`src/rtl/basic_computer_pkg.sv`:
```
`default_nettype none
// ============================================================================
//  Module      : basic_computer_pkg
//  Description : Shared constants for the basic computer. Holds the
//                common-bus source select codes and the state encoding of
//                the instruction-cycle sequencer.
//  Revision    : 1.0  initial release
// ============================================================================
package basic_computer_pkg;

    // Common-bus source select codes
    localparam logic [2:0] BUS_NONE = 3'd0;
    localparam logic [2:0] BUS_AR   = 3'd1;
    localparam logic [2:0] BUS_PC   = 3'd2;
    localparam logic [2:0] BUS_DR   = 3'd3;
    localparam logic [2:0] BUS_AC   = 3'd4;
    localparam logic [2:0] BUS_IR   = 3'd5;
    localparam logic [2:0] BUS_TR   = 3'd6;
    localparam logic [2:0] BUS_MEM  = 3'd7;

    // Instruction-cycle sequencer states
    typedef enum logic [2:0] {
        ST_HALT = 3'd0,
        ST_T0   = 3'd1,
        ST_T1   = 3'd2,
        ST_T2   = 3'd3,
        ST_T3   = 3'd4,
        ST_EXEC = 3'd5
    } state_t;

endpackage
`default_nettype wire

```
`src/rtl/threebitdecoder.sv`:
```
`default_nettype none
// ============================================================================
//  Module      : threebitdecoder
//  Description : 3-to-8 one-hot decoder (opcode -> instruction line D0..D7).
//  Ports       : i_code   [2:0]  binary code
//                o_onehot [7:0]  one-hot decode, bit i set when i_code == i
//  Revision    : 1.0  initial release
// ============================================================================
module threebitdecoder (
    input  logic [2:0] i_code,
    output logic [7:0] o_onehot
);

    always_comb begin
        o_onehot = 8'h01 << i_code;
    end

endmodule
`default_nettype wire

```
`src/rtl/instruction_cycle_sequencer.sv`:
```
`default_nettype none
// ============================================================================
//  Module      : instruction_cycle_sequencer
//  Description : Instruction-cycle controller for the basic computer. Steps
//                fetch (T0/T1), decode (T2) and indirect (T3) phases, drives
//                bus select and register load strobes, registers the one-hot
//                opcode decode and hands each instruction to the execute logic
//                through an exec_start/exec_done handshake with a timeout.
//  Ports       : clk, reset_n          clock, async active-low reset
//                start                 leave HALT
//                ir_opcode, ir_indirect IR fields, valid at T2
//                mem_ready             memory read data valid this cycle
//                exec_done, halt       execute handshake / HLT executed
//                bus_sel, ar_ld, ir_ld, pc_inc, mem_rd   datapath strobes
//                t_state, d_op         one-hot timing and decode
//                exec_start, running, timeout_err        status
//  Revision    : 1.0  initial release
// ============================================================================
module instruction_cycle_sequencer
    import basic_computer_pkg::*;
#(
    parameter int EXEC_TIMEOUT = 15
) (
    input  logic       clk,
    input  logic       reset_n,
    input  logic       start,
    input  logic [2:0] ir_opcode,
    input  logic       ir_indirect,
    input  logic       mem_ready,
    input  logic       exec_done,
    input  logic       halt,
    output logic [2:0] bus_sel,
    output logic       ar_ld,
    output logic       ir_ld,
    output logic       pc_inc,
    output logic       mem_rd,
    output logic [7:0] t_state,
    output logic [7:0] d_op,
    output logic       exec_start,
    output logic       running,
    output logic       timeout_err
);

    // Last value of the completed-EXEC-cycle counter before timing out
    localparam logic [7:0] c_cnt_last = 8'(EXEC_TIMEOUT - 1);

    state_t     r_state, w_state_nxt;
    logic [2:0] r_sc, w_sc_nxt;
    logic       r_first, w_first_nxt;
    logic [7:0] r_cnt, w_cnt_nxt;
    logic       r_timeout, w_timeout_nxt;
    logic       r_ind;
    logic [7:0] r_d_op;
    logic       w_dec_ld;
    logic [7:0] w_dec;

    threebitdecoder u_dec (
        .i_code   (ir_opcode),
        .o_onehot (w_dec)
    );

    always_ff @(posedge clk or negedge reset_n) begin
        if (!reset_n) begin
            r_state   <= ST_HALT;
            r_sc      <= 3'd0;
            r_first   <= 1'b0;
            r_cnt     <= 8'd0;
            r_timeout <= 1'b0;
            r_ind     <= 1'b0;
            r_d_op    <= 8'h00;
        end else begin
            r_state   <= w_state_nxt;
            r_sc      <= w_sc_nxt;
            r_first   <= w_first_nxt;
            r_cnt     <= w_cnt_nxt;
            r_timeout <= w_timeout_nxt;
            if (w_dec_ld) begin
                r_d_op <= w_dec;
                r_ind  <= ir_indirect;
            end
        end
    end

    always_comb begin
        w_state_nxt   = r_state;
        w_sc_nxt      = r_sc;
        w_first_nxt   = 1'b0;
        w_cnt_nxt     = r_cnt;
        w_timeout_nxt = r_timeout;
        w_dec_ld      = 1'b0;
        bus_sel       = BUS_NONE;
        ar_ld         = 1'b0;
        ir_ld         = 1'b0;
        pc_inc        = 1'b0;
        mem_rd        = 1'b0;
        exec_start    = 1'b0;

        case (r_state)
            ST_HALT: begin
                if (start && !r_timeout) begin
                    w_state_nxt = ST_T0;
                    w_sc_nxt    = 3'd0;
                end
            end
            ST_T0: begin
                bus_sel     = BUS_PC;
                ar_ld       = 1'b1;
                w_state_nxt = ST_T1;
                w_sc_nxt    = 3'd1;
            end
            ST_T1: begin
                mem_rd  = 1'b1;
                bus_sel = BUS_MEM;
                if (mem_ready) begin
                    ir_ld       = 1'b1;
                    pc_inc      = 1'b1;
                    w_state_nxt = ST_T2;
                    w_sc_nxt    = 3'd2;
                end
            end
            ST_T2: begin
                bus_sel  = BUS_IR;
                ar_ld    = 1'b1;
                w_dec_ld = 1'b1;
                w_sc_nxt = 3'd3;
                // Opcode 7 (register/IO) has no operand fetch phase
                if (ir_opcode == 3'd7) begin
                    w_state_nxt = ST_EXEC;
                    w_first_nxt = 1'b1;
                    w_cnt_nxt   = 8'd0;
                end else begin
                    w_state_nxt = ST_T3;
                end
            end
            ST_T3: begin
                if (r_ind) begin
                    mem_rd  = 1'b1;
                    bus_sel = BUS_MEM;
                    if (mem_ready) begin
                        ar_ld       = 1'b1;
                        w_state_nxt = ST_EXEC;
                        w_sc_nxt    = 3'd4;
                        w_first_nxt = 1'b1;
                        w_cnt_nxt   = 8'd0;
                    end
                end else begin
                    w_state_nxt = ST_EXEC;
                    w_sc_nxt    = 3'd4;
                    w_first_nxt = 1'b1;
                    w_cnt_nxt   = 8'd0;
                end
            end
            ST_EXEC: begin
                exec_start = r_first;
                w_sc_nxt   = (r_sc == 3'd7) ? 3'd7 : r_sc + 3'd1;
                // exec_done takes priority over a timeout in the same cycle
                if (exec_done) begin
                    w_state_nxt = halt ? ST_HALT : ST_T0;
                    w_sc_nxt    = 3'd0;
                end else if (r_cnt == c_cnt_last) begin
                    w_timeout_nxt = 1'b1;
                    w_state_nxt   = ST_HALT;
                    w_sc_nxt      = 3'd0;
                end else begin
                    w_cnt_nxt = r_cnt + 8'd1;
                end
            end
            default: begin
                w_state_nxt = ST_HALT;
                w_sc_nxt    = 3'd0;
            end
        endcase
    end

    assign t_state     = (r_state == ST_HALT) ? 8'h00 : (8'h01 << r_sc);
    assign running     = (r_state != ST_HALT);
    assign d_op        = r_d_op;
    assign timeout_err = r_timeout;

endmodule
`default_nettype wire

```
`config.mk`:
```
export PLATFORM = sky130hd
export DESIGN_NAME = instruction_cycle_sequencer
export DESIGN_NICKNAME = d
export VERILOG_FILES = /design/src/rtl/basic_computer_pkg.sv /design/src/rtl/threebitdecoder.sv /design/src/rtl/instruction_cycle_sequencer.sv
export SDC_FILE = /design/constraint.sdc
export NUM_CORES = 1
export LEC_CHECK = 0
export ABC_AREA = 1
export CORE_MARGIN = 3
export CORE_UTILIZATION = 45
export DETAILED_ROUTE_END_ITERATION = 8
export PLACE_DENSITY = 0.73
export SLEW_MARGIN = 20
export SYNTH_ARGS = -nofsm -noshare
export SYNTH_HDL_FRONTEND = slang
export SYNTH_SLANG_ARGS = --single-unit
export TNS_END_PERCENT = 20
```
`constraint.sdc`:
```
create_clock -name clk -period 1.4 [get_ports clk]
set_clock_uncertainty 0.05 [all_clocks]
set_input_delay 0.28 -clock clk [delete_from_list [all_inputs] [get_ports clk]]
set_output_delay 0.28 -clock clk [all_outputs]
set_load 0.02 [all_outputs]
```
==> After elaboration in Yosys (flattened, before gate mapping) <==
Index checks and enable logic that the tools add are counted.
{ "totals": {"reg_bits": 25, "output_inout_bits": 26} }
{ "classes": {"mux": 37, "n_addsub": 2, "n_bitwise": 1, "n_shift": 2, "n_reduce_logical": 10, "eq_ne": 15} }
{ "op_table": {"columns": ["op", "n"], "rows": [
  ["$mux 8", 6],
  ["$mux 3", 14],
  ["$pmux 3 s6", 2],
  ["$pmux 8 s3", 1],
  ["$shl 1x3->8 const A", 2],
  ["$eq 3x3->1 const B", 4],
  ["$pmux 3 s4", 1],
  ["$mux 1", 10],
  ["$ne 2x2->1 const B", 5],
  ["$add 8x1->8 const B", 1],
  ["$eq 8x4->1 const B", 1],
  ["$eq 3x2->1 const B", 2],
  ["$ne 3x3->1 const B", 2],
  ["$pmux 1 s2", 3],
  ["$reduce_and 3->1", 2],
  ["$reduce_bool 3->1", 2],
  ["$reduce_and 5->1", 1],
  ["$reduce_and 4->1", 1],
  ["$add 3x1->3 const B", 1],
  ["$eq 3x1->1 const B", 1],
  ["$logic_not 3->1", 1],
  ["$reduce_or 2->1", 1],
  ["$logic_and 1x1->1", 1],
  ["$logic_not 1->1", 1],
  ["$not 1->1", 1]
]} }

==> Depth between registers and ports, before layout <==
{ "depth": {"depth_word": 5, "ltp_mapped": 10, "depth_no_buf": 9} }

==> Cells and area by module <==
A second synthesis with hierarchy kept.
{ "unflattened": {"cells_unflattened": 238, "hier_area_um2": 1642.8} }
{ "by_module_without_submodules": {"columns": ["module", "cells_per_inst", "area_per_inst_um2", "n_inst", "seq_area_each_um2"], "rows": [
  ["instruction_cycle_sequencer", 223, 1586.5, 1, 625.6],
  ["threebitdecoder", 15, 56.3, 1, 0.0]
]} }

==> Least setup slack after synthesis <==
Ideal clock, no wire load.
{ "synth_path": {"path_type": "register -> output", "startpoint": "register r_state[1]", "endpoint": "output port t_state[4]", "path_stages_with_launch": 5, "setup_slack_ns": -0.229, "t_arrival_ns": 1.299, "cell_sequence": "dfrtp_1 > nor2_2 > nand2_1 > inv_2 > nor3_1"} }
{ "synth_via": {"elab_chain_cells": 2} }
{ "synth_lines": {"columns": ["item", "line_no", "rtl"], "rows": [
  ["from (decl)", "instruction_cycle_sequencer.sv:47", "state_t r_state, w_state_nxt;"],
  ["from (signal assigned)", "instruction_cycle_sequencer.sv:72", "r_state <= w_state_nxt;"],
  ["$logic_not 3->1", "instruction_cycle_sequencer.sv:175", "assign t_state = (r_state == ST_HALT) ? 8'h00 : (8'h01 << r_sc);"],
  ["$mux 8", "instruction_cycle_sequencer.sv:175", null],
  ["to (decl)", "instruction_cycle_sequencer.sv:37", "output logic [7:0] t_state,"]
]} }
Every way passes these cells.

==> Worst setup path in the final report <==
{ "layout_path": {"startpoint": "register r_state[2]", "endpoint": "output port t_state[5]"} }
Same word-level chain as after synthesis.

==> impl_metrics.tcl <==
set metrics [dict create \
    outcome "finished, violations left" \
    violations "negative setup slack" \
    ys_async_sr_fraction_pct 100.0 \
    route.detailed.drc 0 \
    netlist_instances 229 \
    synth_commonest_cells "nand2_1, dfrtp_1, inv_1, nor2_1, nand3_1" \
    io_pins 36 \
    drtIter0Drc 111 \
    synth-seq-area-share_pct 38.34 \
    clock_latency_ns 0.34 \
    fin_setup_tns_ns -8.758 \
    fmax_ghz 0.5479 \
    synth_edf_count 0 \
    worstHoldPathType "input pin to asynchronous set/reset pin" \
    synthTopCellsByArea "dfrtp_1, nand2_1, nand3_1" \
    cts_buffers 3 \
    setup_slack_ns -0.4251 \
    cp-end-kind "primary output" \
    slew_viol_final 0 \
    yosys.area.top_type "dfrtp_1" \
    dp.cells 344 \
    syn-num-nets 245 \
    syn-cell-area_sq_mm 0.001632 \
    grt_max_degree 26 \
    grt_overflow 0 \
    timing.slew.headroom_pct 84.02 \
    nets 328 \
    period_share_pct 130.4 \
    synth-seq-cells 25 \
    grt_util_all_layers_pct 20.61 \
    drive_gt1_share_pct 41.48 \
    grt_pass1_vias 1651 \
    drtPass1Iterations 4 \
    synth.avg_cell_area_sq_um 7.125 \
    gp_congestion 0.8362 \
    fin_cells 357 \
    initial_core_util_pct 47.77 \
    leakage_nw 1.376 \
    area_growth_pct 61.35 \
    setup_violations 39 \
    max-clock-path-buffers 2 \
    antenna_found_initial 0 \
    post-synth-top-count-cell "nand2_1" \
    synth.distinct_cells 24 \
    cp.required_ns 1.07 \
    rows 21 \
    io_buffer_count 35 \
    vias 1809 \
    holdWs_ns 0.2152 \
    finalHoldViolCount 0 \
    crit_fanout 5 \
    cp.arrival_ns 1.50 \
    worst_pin_slew_ns 0.2372 \
    core_sq_mm 0.003416 \
    max-cap-violations 0 \
    grt_pass1_wl_um 7196 \
    fin_util_pct 77.07 \
    num_antenna_cells 0 \
    die_area_sq_mm 0.004384 \
    clkTransAtPathRegs_ns 0.16 \
    ir_drop_mv 1.565 \
    post-place-ws_ns -0.5389 \
    yosys.area.top_type_share_pct 38.34 \
    ys_warn_count 0 \
    critPathKind "flip-flop to primary output" \
    rsz0062_at_grt "true" \
    drtAntennaViolNets 0 \
    fp.dieH_um 66.22 \
    cts_sinks 25 \
    cellPowerDensity_mw_per_mm2 1876 \
    vias_per_cell 5.067 \
    cts_tree "built" \
    layout_min_cycle_time_ns 1.825 \
    dp_hpwl_um 3176 \
    clock-root-buffer "clkbuf_4" \
    synthFlopType "dfrtp_1" \
    worst_setup_path_start_kind "flip-flop" \
    r2r_setup_slack_ns -0.21 \
    routed_wl_um 5058 \
    die_w_um 66.22 \
    post_drt_wl_per_cell_um 14.17 \
    cts.htree.levels 1 \
]
-- registers in the layout, indices dropped and copies added (netlist names) --
signal	flops
r_cnt	8
d_op	8
r_first	1
r_state	3
r_sc	3
timeout_err	1
r_ind	1
-- cell families after synthesis --
logic type	synth area share [%]
AOI/OAI and AO/OA	5.752
xor gates and xnor gates	0.5369
adders and majority gates	4.601
buffers and inverters	9.049
DFF	38.34
and+or+nand+nor	41.72
-- stage by stage --
step                power [W]  cell area (sq um)
detailed placement   0.003874               2386
finish               0.004938               2633
CTS                  0.004397               2471
global placement     0.003828               2386
global route         0.005229               2633
floorplan            0.002720               1712
-- final timing paths --
check,endpoint,startpoint,cells after the start
worst min-delay path,d_op[1],reset_n,2
min in group clk,r_ind,ir_indirect,3
worst min register to register,timeout_err,timeout_err,2
worst max-delay path,t_state[5],r_state[2],6
worst max register to register,r_cnt[4],r_state[2],10
max in group asynchronous,r_state[2],reset_n,2
-- layer usage --
layer	track usage (%)	vias to the layer above	share of wire [%]
met3	2.551	12	5.3
li1	-	889	-
met2	35.81	63	51
met1	27.32	845	41
met4	4.061	0	2.2
met5	0	-	0
-- where the power goes --
group	total (W)	switching [W]	internal, W
clock	0.000356	0.000246	0.000110
combinational	0.00348	0.00195	0.00153
sequential	0.00110	0.000169	0.000929
-- worst max-delay path: stages (launching register included) --
cell and delay [ns]:
dfrtp_1 0.45, inv_2 0.11, nand2_4 0.12, inv_4 0.06
buf_6 0.11, nor3_4 0.18, buf_6 0.14
-- cells in the final DEF, fill, tap and decap left out, types with 2 or more instances in the layout --
master	count
buf_12	2
buf_2	2
buf_4	45
buf_6	16
clkbuf_2	7
clkbuf_4	3
clkdlybuf4s50_1	9
dfrtp_1	24
ha_1	5
inv_1	21
inv_2	5
inv_4	3
nand2_1	79
nand2_2	8
nand2_4	4
nand3_1	19
nand3_4	4
nor2_1	14
nor2_2	5
nor2_4	8
nor3_4	2
o21ai_2	2
o41ai_2	5
o41ai_4	2
-- timing repair --
item	in CTS	in global routing
pin swaps	6	4
setup buffers	3	6
endpoints found under the hold margin	0	0
resized for setup	114	45
endpoints found under the setup margin	42	46
hold buffers	0	0
-- area by class of cell --
type / instances / area [sq um]
clock inverters: 1 / 7.507
fillers: 246 / 783.3
repair buffers: 83 / 711.9
inverters: 29 / 116.4
clock buffers: 3 / 22.52
multi-input cells: 170 / 1090
flip-flops and latches: 25 / 626.9
well taps: 46 / 57.56
(Power assumes the default switching activity.)
